==> src/rtl/channel_sched_pkg.sv <==
// channel_sched_pkg: shared encodings, config addresses and reset defaults for the channel scheduler.
package channel_sched_pkg;
    localparam logic ST_GOOD = 1'b0;
    localparam logic ST_BAD = 1'b1;
    typedef enum logic {STOPPED, RUNNING} ctrl_t;
    localparam logic [1:0] CFG_TH_GB = 2'd0;
    localparam logic [1:0] CFG_TH_BG = 2'd1;
    localparam logic [1:0] CFG_SNR_GOOD = 2'd2;
    localparam logic [1:0] CFG_SNR_BAD = 2'd3;
    localparam logic [7:0] DEFAULT_TH_GB = 8'd97;
    localparam logic [7:0] DEFAULT_TH_BG = 8'd75;
    localparam logic [7:0] DEFAULT_SNR_GOOD = 8'd21;
    localparam logic [7:0] DEFAULT_SNR_BAD = 8'd9;
    localparam logic [15:0] FALLBACK_SEED = 16'hACE1;
    function automatic logic [15:0] sat_inc(logic [15:0] v);
        return &v ? v : v + 16'd1;
    endfunction
endpackage

==> src/rtl/channel_state_scheduler_if.sv <==
// channel_state_scheduler_if: control, config and status bus of the channel scheduler.
interface channel_state_scheduler_if;
    logic run;
    logic step;
    logic cfg_we;
    logic [1:0] cfg_addr;
    logic [7:0] cfg_wdata;
    logic clr_stats;
    logic update;
    logic state_bad;
    logic [7:0] snr_code;
    logic [6:0] rand_sample;
    logic [15:0] eval_count;
    logic [15:0] bad_count;
    modport master (
        output run, step, cfg_we, cfg_addr, cfg_wdata, clr_stats,
        input update, state_bad, snr_code, rand_sample, eval_count, bad_count
    );
    modport slave (
        input run, step, cfg_we, cfg_addr, cfg_wdata, clr_stats,
        output update, state_bad, snr_code, rand_sample, eval_count, bad_count
    );
endinterface

==> src/rtl/channel_lfsr16.sv <==
// channel_lfsr16: 16-bit Fibonacci LFSR (taps 16,14,13,11) stepping only when advance is high.
module channel_lfsr16
    import channel_sched_pkg::*;
#(
    parameter logic [15:0] SEED = 16'hACE1
) (
    input  logic        clk,
    input  logic        reset,
    input  logic        advance,
    output logic [15:0] value
);
    // An all-zero seed would lock the register, so it falls back to the default seed.
    localparam logic [15:0] INIT = (SEED == 16'd0) ? FALLBACK_SEED : SEED;

    always_ff @(posedge clk) begin
        if (reset)
            value <= INIT;
        else if (advance)
            value <= {value[14:0], value[15] ^ value[13] ^ value[12] ^ value[10]};
    end
endmodule

==> src/rtl/channel_state_scheduler.sv <==
// channel_state_scheduler: evaluation sequencer, config registers and Good/Bad state for the burst-error channel.
module channel_state_scheduler
    import channel_sched_pkg::*;
#(
    parameter int unsigned TICK_DIV = 5000,
    parameter logic [15:0] LFSR_SEED = 16'hACE1,
    parameter logic [7:0]  DEF_TH_GB = DEFAULT_TH_GB,
    parameter logic [7:0]  DEF_TH_BG = DEFAULT_TH_BG,
    parameter logic [7:0]  DEF_SNR_GOOD = DEFAULT_SNR_GOOD,
    parameter logic [7:0]  DEF_SNR_BAD = DEFAULT_SNR_BAD
) (
    input logic clk,
    input logic reset,
    channel_state_scheduler_if.slave bus
);
    localparam logic [15:0] TICK_LAST = 16'(TICK_DIV - 1);

    ctrl_t ctrl, ctrl_nxt;
    logic [15:0] tick, tick_nxt, lfsr, eval_base, bad_base;
    logic [7:0] th_gb, th_bg, snr_good, snr_bad, sample;
    logic eval, bad_nxt, unused_lfsr;

    channel_lfsr16 #(.SEED(LFSR_SEED)) u_lfsr (
        .clk(clk),
        .reset(reset),
        .advance(eval),
        .value(lfsr)
    );

    always_comb begin
        ctrl_nxt = ctrl;
        tick_nxt = tick;
        eval = 1'b0;
        if (ctrl == STOPPED) begin
            ctrl_nxt = bus.run ? RUNNING : STOPPED;
            tick_nxt = '0;
            eval = bus.step && !bus.run;
        end else if (!bus.run) begin
            ctrl_nxt = STOPPED;
            tick_nxt = '0;
        end else begin
            eval = tick == TICK_LAST;
            tick_nxt = eval ? '0 : tick + 16'd1;
        end
    end

    // Samples are 0..127, so a threshold of 0 always flips and >= 128 never does.
    assign sample = {1'b0, lfsr[6:0]};
    assign bad_nxt = bus.state_bad ^ (sample >= (bus.state_bad ? th_bg : th_gb));
    assign eval_base = bus.clr_stats ? '0 : bus.eval_count;
    assign bad_base = bus.clr_stats ? '0 : bus.bad_count;
    assign bus.snr_code = bus.state_bad ? snr_bad : snr_good;
    assign unused_lfsr = ^lfsr[15:7];

    always_ff @(posedge clk) begin
        if (reset) begin
            ctrl <= STOPPED;
            tick <= '0;
            th_gb <= DEF_TH_GB;
            th_bg <= DEF_TH_BG;
            snr_good <= DEF_SNR_GOOD;
            snr_bad <= DEF_SNR_BAD;
            bus.state_bad <= ST_GOOD;
            bus.rand_sample <= '0;
            bus.update <= 1'b0;
            bus.eval_count <= '0;
            bus.bad_count <= '0;
        end else begin
            ctrl <= ctrl_nxt;
            tick <= tick_nxt;
            bus.update <= eval;
            th_gb <= (bus.cfg_we && bus.cfg_addr == CFG_TH_GB) ? bus.cfg_wdata : th_gb;
            th_bg <= (bus.cfg_we && bus.cfg_addr == CFG_TH_BG) ? bus.cfg_wdata : th_bg;
            snr_good <= (bus.cfg_we && bus.cfg_addr == CFG_SNR_GOOD) ? bus.cfg_wdata : snr_good;
            snr_bad <= (bus.cfg_we && bus.cfg_addr == CFG_SNR_BAD) ? bus.cfg_wdata : snr_bad;
            bus.state_bad <= eval ? bad_nxt : bus.state_bad;
            bus.rand_sample <= eval ? lfsr[6:0] : bus.rand_sample;
            bus.eval_count <= eval ? sat_inc(eval_base) : eval_base;
            bus.bad_count <= (eval && bad_nxt == ST_BAD) ? sat_inc(bad_base) : bad_base;
        end
    end
endmodule

==> src/flat_wrapper.sv <==
// flat-port wrapper written by rule: the top's interface ports become plain ports
module channel_state_scheduler_flat import channel_sched_pkg::*;
#(
    parameter int unsigned TICK_DIV = 5000,
    parameter logic [15:0] LFSR_SEED = 16'hACE1,
    parameter logic [7:0]  DEF_TH_GB = DEFAULT_TH_GB,
    parameter logic [7:0]  DEF_TH_BG = DEFAULT_TH_BG,
    parameter logic [7:0]  DEF_SNR_GOOD = DEFAULT_SNR_GOOD,
    parameter logic [7:0]  DEF_SNR_BAD = DEFAULT_SNR_BAD
)
  (clk, reset, bus_run, bus_step, bus_cfg_we, bus_cfg_addr, bus_cfg_wdata, bus_clr_stats, bus_update, bus_state_bad, bus_snr_code, bus_rand_sample, bus_eval_count, bus_bad_count);
  channel_state_scheduler_if bus_i ();
  input logic clk;
  input logic reset;
  input wire logic [$bits(bus_i.run)-1:0] bus_run;
  input wire logic [$bits(bus_i.step)-1:0] bus_step;
  input wire logic [$bits(bus_i.cfg_we)-1:0] bus_cfg_we;
  input wire logic [$bits(bus_i.cfg_addr)-1:0] bus_cfg_addr;
  input wire logic [$bits(bus_i.cfg_wdata)-1:0] bus_cfg_wdata;
  input wire logic [$bits(bus_i.clr_stats)-1:0] bus_clr_stats;
  output wire logic [$bits(bus_i.update)-1:0] bus_update;
  output wire logic [$bits(bus_i.state_bad)-1:0] bus_state_bad;
  output wire logic [$bits(bus_i.snr_code)-1:0] bus_snr_code;
  output wire logic [$bits(bus_i.rand_sample)-1:0] bus_rand_sample;
  output wire logic [$bits(bus_i.eval_count)-1:0] bus_eval_count;
  output wire logic [$bits(bus_i.bad_count)-1:0] bus_bad_count;
  assign bus_i.run = bus_run;
  assign bus_i.step = bus_step;
  assign bus_i.cfg_we = bus_cfg_we;
  assign bus_i.cfg_addr = bus_cfg_addr;
  assign bus_i.cfg_wdata = bus_cfg_wdata;
  assign bus_i.clr_stats = bus_clr_stats;
  assign bus_update = bus_i.update;
  assign bus_state_bad = bus_i.state_bad;
  assign bus_snr_code = bus_i.snr_code;
  assign bus_rand_sample = bus_i.rand_sample;
  assign bus_eval_count = bus_i.eval_count;
  assign bus_bad_count = bus_i.bad_count;
  channel_state_scheduler #(.TICK_DIV(TICK_DIV), .LFSR_SEED(LFSR_SEED), .DEF_TH_GB(DEF_TH_GB), .DEF_TH_BG(DEF_TH_BG), .DEF_SNR_GOOD(DEF_SNR_GOOD), .DEF_SNR_BAD(DEF_SNR_BAD)) u_core (.clk(clk), .reset(reset), .bus(bus_i));
endmodule
==> config.mk <==
export PLATFORM = sky130hd
export DESIGN_NAME = channel_state_scheduler_flat
export DESIGN_NICKNAME = d
export VERILOG_FILES = /design/src/rtl/channel_sched_pkg.sv /design/src/rtl/channel_state_scheduler_if.sv /design/src/rtl/channel_lfsr16.sv /design/src/rtl/channel_state_scheduler.sv /design/src/flat_wrapper.sv
export SDC_FILE = /design/constraint.sdc
export NUM_CORES = 1
export LEC_CHECK = 0
export CORE_UTILIZATION = 50
export DETAILED_ROUTE_END_ITERATION = 12
export DONT_BUFFER_PORTS = 1
export HOLD_SLACK_MARGIN = 0.03
export MAX_ROUTING_LAYER = met4
export PLACE_DENSITY_LB_ADDON = 0.3
export SLEW_MARGIN = 10
export SYNTH_ARGS = -nofsm -noshare
export SYNTH_HDL_FRONTEND = slang
export SYNTH_HIERARCHICAL = 1
export SYNTH_SLANG_ARGS = --single-unit
==> constraint.sdc <==
create_clock -name clk -period 4.6 [get_ports clk]
set_input_delay 0.46 -clock clk [delete_from_list [all_inputs] [get_ports clk]]
set_output_delay 0.46 -clock clk [all_outputs]
set_load 0.005 [all_outputs]
==> results.sh, run 1 <==
export IMPL_crit_fanout=20
export IMPL_syn_area_um2=4826
export IMPL_ir_drop_v=0.0001617
export IMPL_drc=0
export IMPL_maxSlewHeadroom=0.5976
export IMPL_ys_warn_count=6
export IMPL_synth_area_leader_cell="dfxtp_1"
export IMPL_viasPerCell=5.542
export IMPL_fin_skew_ns=0.01596
export IMPL_synth_edf_count=0
export IMPL_finalSetupViolCount=0
export IMPL_final_cells=679
export IMPL_vias=3763
export IMPL_fin_crit_ns=3.177
export IMPL_h_tree_depth=3
export IMPL_cpMaxStageDelayCell="or4_1"
export IMPL_fin_tns_setup_ns=0
export IMPL_path_class="flop to flop"
export IMPL_synth_compound_area_frac=0.08400
export IMPL_start_util=0.5198
export IMPL_ys_seq_area_frac=0.4397
export IMPL_crit_path_start="u_core/bus.state_bad"
export IMPL_netlist_area_leader_share=0.4397
export IMPL_synth_cell_type_count=54
export IMPL_crit_arrival_ns=3.47
export IMPL_root_buffer="clkbuf_8"
export IMPL_r2r_start="u_core/bus.state_bad"
export IMPL_grt_usage=0.2077
export IMPL_post_cts_repair_setup_buffers=0
export IMPL_path_cells="buf_4 -> mux2i_1 -> ha_1 -> o21a_1 -> o221a_2 -> a32oi_1 -> nand4_2 -> or4_1 -> a21oi_1"
export IMPL_port_buffers=0
export IMPL_synth_simple_area_share=0.2733
export IMPL_hold_violations=0
export IMPL_gp_congestion=0.8319
export IMPL_regToRegEndpoint="u_core/bus.bad_count[13]"
export IMPL_dp_hpwl_um=6950
export IMPL_clk_latency_ns=0.36
export IMPL_grt_pass1_wl_um=16360
export IMPL_rsz0062_at_grt="no"
export IMPL_place_inst=664
export IMPL_synth_adder_area_share=0.02593
export IMPL_clock_sinks=106
export IMPL_maxCapViolCount=0
export IMPL_critPathMaxStageDelay_ns=0.62
export IMPL_syn_to_final_growth_pct=4.408
export IMPL_cts_tree="done"
export IMPL_yosys_top_cells_count="dfxtp_1 (106), nand2_1 (99), nor2_1 (53)"
export IMPL_fill_cells=882
export IMPL_antenna_found_initial=0
export IMPL_ff2ff_setup_slack_ns=1.42
export IMPL_io_pins=65
export IMPL_ff2ff_path_depth=9
export IMPL_drtAntennaViolNets=0
export IMPL_async_flop_share=0
export IMPL_cts_made_buffers=9
export IMPL_drt_wl_total_um=9886
export IMPL_drive_gt1_frac=0.06727
export IMPL_end_kind="flop"
export IMPL_tightest_slew_ns=0.6020
export IMPL_fp_dieH_um=100.2
export IMPL_synth_area_leaders="dfxtp_1 (44%), nand2_1 (7.7%), mux2i_1 (6.0%)"
export IMPL_rows=35
export IMPL_status="finished clean"
export IMPL_syn_avg_cell_area_um2=8.649
export IMPL_cp_endpoint="u_core/bus.bad_count[13]"
export IMPL_grt_max_degree=59
export IMPL_nNetsFinal=572
export IMPL_grt_remaining_overflow=0
export IMPL_synthMuxAreaShare=0.08348
export IMPL_synth_top_family_by_area="simple AND/OR/NAND/NOR gates"
export IMPL_yosysMostFrequentCell="dfxtp_1"
export IMPL_powerDensity_nw_per_um2=317.3
export IMPL_clockBufferDepth=2
export IMPL_ys_flop_type="dfxtp_1"
export IMPL_fmax_mhz=314.8
export IMPL_hold_path_class="input port to flop"
export IMPL_fin_crit_sh=0.6906
export IMPL_p_leak_nw=1.815
export IMPL_synth_seq_cells=106
export IMPL_cp_start_kind="flop"
export IMPL_synthCells=558
export IMPL_core_area_um2=9284
export IMPL_post_cts_resized=0
export IMPL_synth_xor_area_frac=0.05574
export IMPL_drt_iter0_drc=157
export IMPL_worstPathRequired_ns=4.89
export IMPL_dieArea_um2=10050
export IMPL_slew_violations=0
export IMPL_dieWidth_um=100.2
export IMPL_hold_buffers=0
export IMPL_clkTransAtPathRegs_ns=0.11
export IMPL_grt_pass1_vias=3580
export IMPL_syn_num_nets=584
export IMPL_wl_per_cell_um=14.56
export IMPL_first_pass_iters=5
export IMPL_diodes=0
## worst max-delay path, delay by kind of cell, from the launching register on
family	cells	cell delay (ns)
AND/OR/NAND/NOR	2	1.06
AO/OA/AOI/OAI	4	0.95
flip-flops	1	0.34
buffers and inverters	1	0.29
adder cells (fa/ha/maj)	1	0.24
multiplexers	1	0.23
## logic make-up after synthesis
kind of cell | after synthesis
fa+ha+maj | 10
compound gates | 68
xor+xnor | 29
buf+inv | 37
simple gates | 269
flops | 106
mux | 39
## where the power goes
part	internal, W	leakage (nW)	switching, W
Clock	0.000209	0.0814	0.000305
Sequential	0.000940	0.860	0.0000158
Combinational	0.0000573	0.874	0.0000723
Total	0.00121	1.82	0.000393
## registers in the layout, summed over array words and instances (netlist names)
| name | cells |
|---|---|
| u_core/bus.bad_count | 16 |
| u_core/bus.eval_count | 16 |
| u_core/tick | 16 |
| u_core/u_lfsr/value | 16 |
| u_core/snr_bad | 8 |
| u_core/snr_good | 8 |
| u_core/th_bg | 8 |
| u_core/th_gb | 8 |
| u_core/bus.rand_sample | 7 |
| u_core/bus.state_bad | 1 |
| u_core/bus.update | 1 |
| u_core/ctrl | 1 |
## stage by stage
step / hold slack (ns) / worst slack [ns] / utilization / power [W] / instance area (µm²)
final: 0.1532 / 1.423 / 0.5427 / 0.001599 / 5039
after global placement: 0.4227 / 1.520 / 0.5244 / 0.001101 / 4868
after detailed placement: 0.4417 / 1.434 / 0.5244 / 0.001106 / 4868
after global routing: 0.1397 / 1.138 / 0.5427 / 0.001670 / 5039
after floorplan: 0.4132 / 1.127 / - / 0.001094 / 4826
after CTS: 0.1402 / 1.424 / 0.5427 / 0.001614 / 5039
## cells in the final DEF, fill, tap and decap left out, types with 5 or more instances in the layout
master	synthesis	routed
nor2_1	53	53
nand2_1	99	99
nand3_1	33	33
nor2b_1	8	8
or4_1	5	5
and2b_1	5	5
xor2_1	17	17
and3_1	14	14
a21oi_1	41	41
nor3_1	7	7
clkbuf_8	0	10
mux2_2	9	9
o31ai_1	5	5
dfxtp_1	106	106
xnor2_1	10	10
ha_1	10	10
mux2i_1	29	29
or3_1	10	10
nand4_1	12	12
inv_1	10	10
## final cells by class
class / count / area, µm² / area share
clock buffer: 11 / 141.4 / 0.02806
multi-input combinational: 415 / 2521 / 0.5004
sequential: 106 / 2122 / 0.4212
clock inverter: 4 / 28.78 / 0.005711
tap: 129 / 161.4 / 0.03203
timing repair buffer: 3 / 22.52 / 0.004470
inverter: 11 / 41.29 / 0.008195
## layer usage
layer  GRT usage  part of all wire
met1      0.2477              0.46
met2      0.3383              0.48
met3     0.04944             0.051
met4     0.08250             0.015
met5           -                 0
## how the worst min path moves through the flow
stage | start | slack [ns] | depth (start not counted) | to
after CTS | reset | 0.14 | 1 | u_core/bus.rand_sample[3]
after global placement | u_core/tick[0] | 0.42 | 1 | u_core/tick[0]
final | reset | 0.15 | 1 | u_core/bus.rand_sample[3]
after global routing | reset | 0.14 | 1 | u_core/bus.rand_sample[3]
after detailed placement | u_core/snr_good[6] | 0.44 | 2 | u_core/snr_good[6]
after floorplan | u_core/tick[0] | 0.41 | 1 | u_core/tick[0]
Note: power is estimated with default switching activity, not from simulation.
==> run 2: changes to the inputs <==
Clock period 4.6 ns to 3.2 ns, I/O delays scaled along.
==> run 2 against run 1 <==
Via count grew 2.0%; cell count grew 1.0%; combinational power grew 62%; fmax grew 5.6%; non-clock buffer count grew 6; sequential share of layout area shrank 0.71 points; global-route usage grew 0.15 points; flip-flop and latch count is the same; first-iteration DRC count grew 17%; core utilization grew 0.93 points; critical path type unchanged.
==> results.sh, run 2 (synthesis results as in run 1) <==
export IMPL_gp_congestion=0.8223
export IMPL_crit_path_start="u_core/bus.state_bad"
export IMPL_vias=3839
export IMPL_worstPathRequired_ns=3.49
export IMPL_clock_sinks=106
export IMPL_fin_crit_ns=3.009
export IMPL_finalSetupViolCount=0
export IMPL_io_pins=65
export IMPL_cp_start_kind="flop"
export IMPL_ir_drop_v=0.0002145
export IMPL_hold_start="bus_cfg_wdata[4]"
export IMPL_end_kind="flop"
export IMPL_post_cts_repair_setup_buffers=0
export IMPL_fmax_mhz=332.4
export IMPL_cts_made_buffers=9
export IMPL_gr_usage_met1=0.2573
export IMPL_grt_remaining_overflow=0
export IMPL_clockBufferDepth=2
export IMPL_grt_busiest_layer="met2"
export IMPL_r2r_start="u_core/bus.state_bad"
export IMPL_ff2ff_path_depth=9
export IMPL_fin_skew_ns=0.009455
export IMPL_hold_path_class="input port to flop"
export IMPL_drtAntennaViolNets=0
export IMPL_dieWidth_um=100.2
export IMPL_powerDensity_nw_per_um2=461.6
export IMPL_grt_pass1_vias=3488
export IMPL_grt_pass1_wl_um=16540
export IMPL_utilization=0.5520
export IMPL_tightest_slew_ns=0.6247
export IMPL_cpMaxStageDelayCell="or4_1"
export IMPL_h_tree_depth=3
export IMPL_grt_max_degree=49
export IMPL_status="finished clean"
export IMPL_crit_arrival_ns=3.29
export IMPL_met2_usage=0.3351
export IMPL_maxCapViolCount=0
export IMPL_cts_tree="done"
export IMPL_antenna_found_initial=0
export IMPL_core_area_um2=9284
export IMPL_first_pass_iters=7
export IMPL_drc=0
export IMPL_port_buffers=0
export IMPL_slew_violations=0
export IMPL_grt_usage=0.2093
export IMPL_dieArea_um2=10050
export IMPL_hold_violations=0
export IMPL_multi_input_area_um2=2530
export IMPL_clkTransAtPathRegs_ns=0.10
export IMPL_path_cells="buf_4 -> mux2i_1 -> ha_1 -> o21a_1 -> o221a_2 -> a32oi_1 -> nand4_4 -> or4_1 -> a21oi_1"
export IMPL_fp_dieH_um=100.2
export IMPL_regArea_um2=2122
export IMPL_drt_iter0_drc=184
export IMPL_fin_crit_sh=0.9402
export IMPL_rows=35
export IMPL_holdWs_ns=0.08504
export IMPL_clk_latency_ns=0.36
export IMPL_fill_cells=869
export IMPL_fin_tns_setup_ns=0
export IMPL_viasPerCell=5.596
export IMPL_dp_hpwl_um=6930
export IMPL_met3_usage=0.05223
export IMPL_drt_wl_total_um=9984
export IMPL_nNetsFinal=578
export IMPL_path_class="flop to flop"
export IMPL_root_buffer="clkbuf_8"
export IMPL_start_util=0.5198
export IMPL_hold_depth=2
export IMPL_diodes=0
export IMPL_drive_gt1_frac=0.07899
export IMPL_rsz0062_at_grt="no"
export IMPL_mostFrequentLayoutCells="dfxtp_1 (106), nand2_1 (99), nor2_1 (53)"
export IMPL_syn_to_final_growth_pct=6.197
export IMPL_maxSlewHeadroom=0.5820
export IMPL_critPathMaxStageDelay_ns=0.56
export IMPL_p_leak_nw=1.868
export IMPL_crit_fanout=15
export IMPL_wl_per_cell_um=14.55
export IMPL_final_common_cell="dfxtp_1"
-- run 2: critical path: cells and delay by family (launching register included) --
kind	cells	cell delay [ns]
AOI/OAI and AO/OA	4	0.99
adders and majority gates	1	0.25
buffers and inverters	1	0.26
DFF	1	0.35
muxes	1	0.23
and+or+nand+nor	2	0.85
-- run 2: metal layers --
metal,routed length (µm),share of wire
met5,0,0
met4,130,0.013
met2,4768,0.48
met1,4638,0.46
met3,447,0.045
-- run 2: path summary, 6_finish.rpt --
check | to | slack, ns
min reg2reg | u_core/tick[0] | 0.45
max reg2reg | u_core/bus.bad_count[13] | 0.19
max | u_core/bus.bad_count[13] | 0.19
min | u_core/snr_good[4] | 0.09
-- run 2: layout make-up --
cell class / instances / share of cell area
clock inverter: 5 / 0.007080
tap: 129 / 0.03149
multi-input combinational: 415 / 0.4937
timing repair buffer: 9 / 0.01611
clock buffer: 11 / 0.02954
inverter: 11 / 0.008057
sequential: 106 / 0.4141
-- run 2: timing repair --
action / in CTS / in global routing
hold buffers: 2 / 0
hold endpoints to repair: 48 / 0
setup endpoints to repair: 0 / 6
resized for setup: 0 / 1
-- run 2: through the flow --
step | power, W | std cells | setup slack, ns | instance area (µm²)
finish | 0.002366 | 686 | 0.1912 | 5125
floorplan | 0.001573 | 558 | 0.01469 | 4828
detailed placement | 0.001597 | 668 | 0.1487 | 4898
CTS | 0.002387 | 686 | 0.1175 | 5116
global placement | 0.001588 | 668 | 0.2144 | 4898
global route | 0.002476 | 686 | 0.02564 | 5125
-- run 2: where the power goes --
part           switching (W)  internal, W
Clock               0.000452     0.000331
Sequential         0.0000228      0.00135
Combinational       0.000118    0.0000916
Total               0.000593      0.00177
==> run 3: changes to the inputs <==
Clock period 3.2 ns to 2.9 ns, I/O delays scaled along.
==> run 3 against run 2 <==
Critical path type unchanged; via count fell by 0.13%; sequential share of layout area fell by 0.55 points; cell count is 0.29% higher; largest cell class unchanged.
==> results.sh, run 3 (synthesis results as in run 1) <==
export IMPL_crit_fanout=6
export IMPL_syn_to_final_growth_pct=7.700
export IMPL_dieArea_um2=10050
export IMPL_slew_violations=0
export IMPL_start_util=0.5198
export IMPL_dp_hpwl_um=7198
export IMPL_viasPerCell=5.573
export IMPL_crit_arrival_ns=3.14
export IMPL_grt_remaining_overflow=0
export IMPL_drive_gt1_frac=0.08945
export IMPL_clk_latency_ns=0.37
export IMPL_holdWs_ns=0.05003
export IMPL_drt_wl_total_um=10680
export IMPL_vias=3834
export IMPL_grt_max_degree=50
export IMPL_grt_pass1_vias=3715
export IMPL_dieWidth_um=100.2
export IMPL_clockBufferDepth=2
export IMPL_tightest_slew_ns=0.6370
export IMPL_fin_crit_sh=0.9804
export IMPL_wl_per_cell_um=15.52
export IMPL_dp_slack_ns=0.009750
export IMPL_first_pass_iters=4
export IMPL_antenna_found_initial=0
export IMPL_grt_usage=0.2225
export IMPL_path_class="flop to flop"
export IMPL_final_common_cell="dfxtp_1"
export IMPL_mostFrequentLayoutCells="dfxtp_1 (105), nand2_1 (99), nor2_1 (53)"
export IMPL_drtAntennaViolNets=0
export IMPL_io_pins=65
export IMPL_gp_congestion=0.8183
export IMPL_port_buffers=0
export IMPL_cts_tree="done"
export IMPL_powerDensity_nw_per_um2=502.3
export IMPL_nNetsFinal=581
export IMPL_status="finished clean"
export IMPL_fin_skew_ns=0.01451
export IMPL_hold_violations=0
export IMPL_rows=35
export IMPL_grt_pass1_wl_um=17360
export IMPL_p_leak_nw=1.877
export IMPL_setup_slack_ns=0.05696
export IMPL_fmax_mhz=351.7
export IMPL_power_w=0.002611
export IMPL_critPathMaxStageDelay_ns=0.56
export IMPL_finalSetupViolCount=0
export IMPL_end_kind="flop"
export IMPL_cts_made_buffers=9
export IMPL_core_area_um2=9284
export IMPL_final_area_um2=5197
export IMPL_clkTransAtPathRegs_ns=0.10
export IMPL_maxSlewHeadroom=0.5743
export IMPL_h_tree_depth=3
export IMPL_fp_dieH_um=100.2
export IMPL_ir_drop_v=0.0002702
export IMPL_path_cells="mux2_2 -> ha_4 -> nand2b_4 -> a2111o_1 -> a32oi_4 -> nand4_4 -> or4_4 -> a21oi_2"
export IMPL_root_buffer="clkbuf_8"
export IMPL_drc=0
export IMPL_drt_iter0_drc=127
export IMPL_fin_crit_ns=2.843
export IMPL_hold_path_class="input port to flop"
export IMPL_worstPathRequired_ns=3.20
export IMPL_diodes=0
export IMPL_clock_sinks=106
export IMPL_cp_start_kind="flop"
export IMPL_cpMaxStageDelayCell="or4_4"
export IMPL_maxCapViolCount=0
export IMPL_placed_cell_area_um2=4907
==> run 3: changes by cell type in the layout (fill, tap and decap cells not counted), sizes merged <==
cell / before / now
buf: 8 / 9
clkbuf: 11 / 13
clkinv: 3 / 1
clkinvlp: 0 / 1
dlygate4sd3: 1 / 2
inv: 13 / 11
nand4: 13 / 14
==> run 3: final cells by class <==
type | instances | area (µm²)
Clock inverter | 2 | 12.51
Fill cell | 878 | 4086
Multi-Input combinational cell | 416 | 2592
Tap cell | 129 | 161.4
Timing Repair Buffer | 11 | 107.6
Sequential cell | 106 | 2123
Inverter | 11 | 41.29
Clock buffer | 13 | 158.9
==> run 3: worst paths after layout <==
kind | start | end | slack [ns] | depth (start not counted)
max reg2reg | u_core/bus.state_bad | u_core/bus.bad_count[13] | 0.06 | 8
max | u_core/bus.state_bad | u_core/bus.bad_count[13] | 0.06 | 8
min reg2reg | u_core/tick[0] | u_core/tick[0] | 0.45 | 1
min | bus_cfg_wdata[4] | u_core/snr_bad[4] | 0.05 | 2
==> run 3: stage by stage <==
stage / std cells / utilization / setup TNS [ns]
3_5_place_dp: 668 / 0.5286 / 0
3_3_place_gp: 668 / 0.5286 / 0
4_1_cts: 686 / 0.5523 / 0
6_report: 688 / 0.5598 / 0
5_1_grt: 688 / 0.5598 / -0.01636
2_1_floorplan: 558 / - / 0
==> run 3: repair_timing <==
item | in CTS | in global routing
setup buffers | 0 | 1
hold endpoints to repair | 50 | 0
hold buffers | 3 | 0
gates cloned | 0 | 1
gates resized for setup | 1 | 8
pin swaps | 0 | 3
setup endpoints to repair | 1 | 8
==> run 3: report_power, final <==
part	total, W	internal, W	switching [W]
Clock	0.000828	0.000355	0.000473
Combinational	0.000266	0.000113	0.000153
Sequential	0.00152	0.00149	0.0000266
Total	0.00261	0.00196	0.000653
==> run 3: critical path, delay by kind of cell, from the launching register on <==
family                   cells  cell delay (ns)
AO/OA/AOI/OAI                3             0.95
AND/OR/NAND/NOR              3             0.91
multiplexers                 1             0.36
flip-flops                   1             0.35
adder cells (fa/ha/maj)      1             0.22
==> run 3: routing by layer <==
layer,vias up,share of wire,track usage
li1,1921,-,-
met1,1797,0.45,0.2632
met2,103,0.48,0.3688
met3,13,0.061,0.06337
met5,-,0,-
met4,0,0.014,0.06355
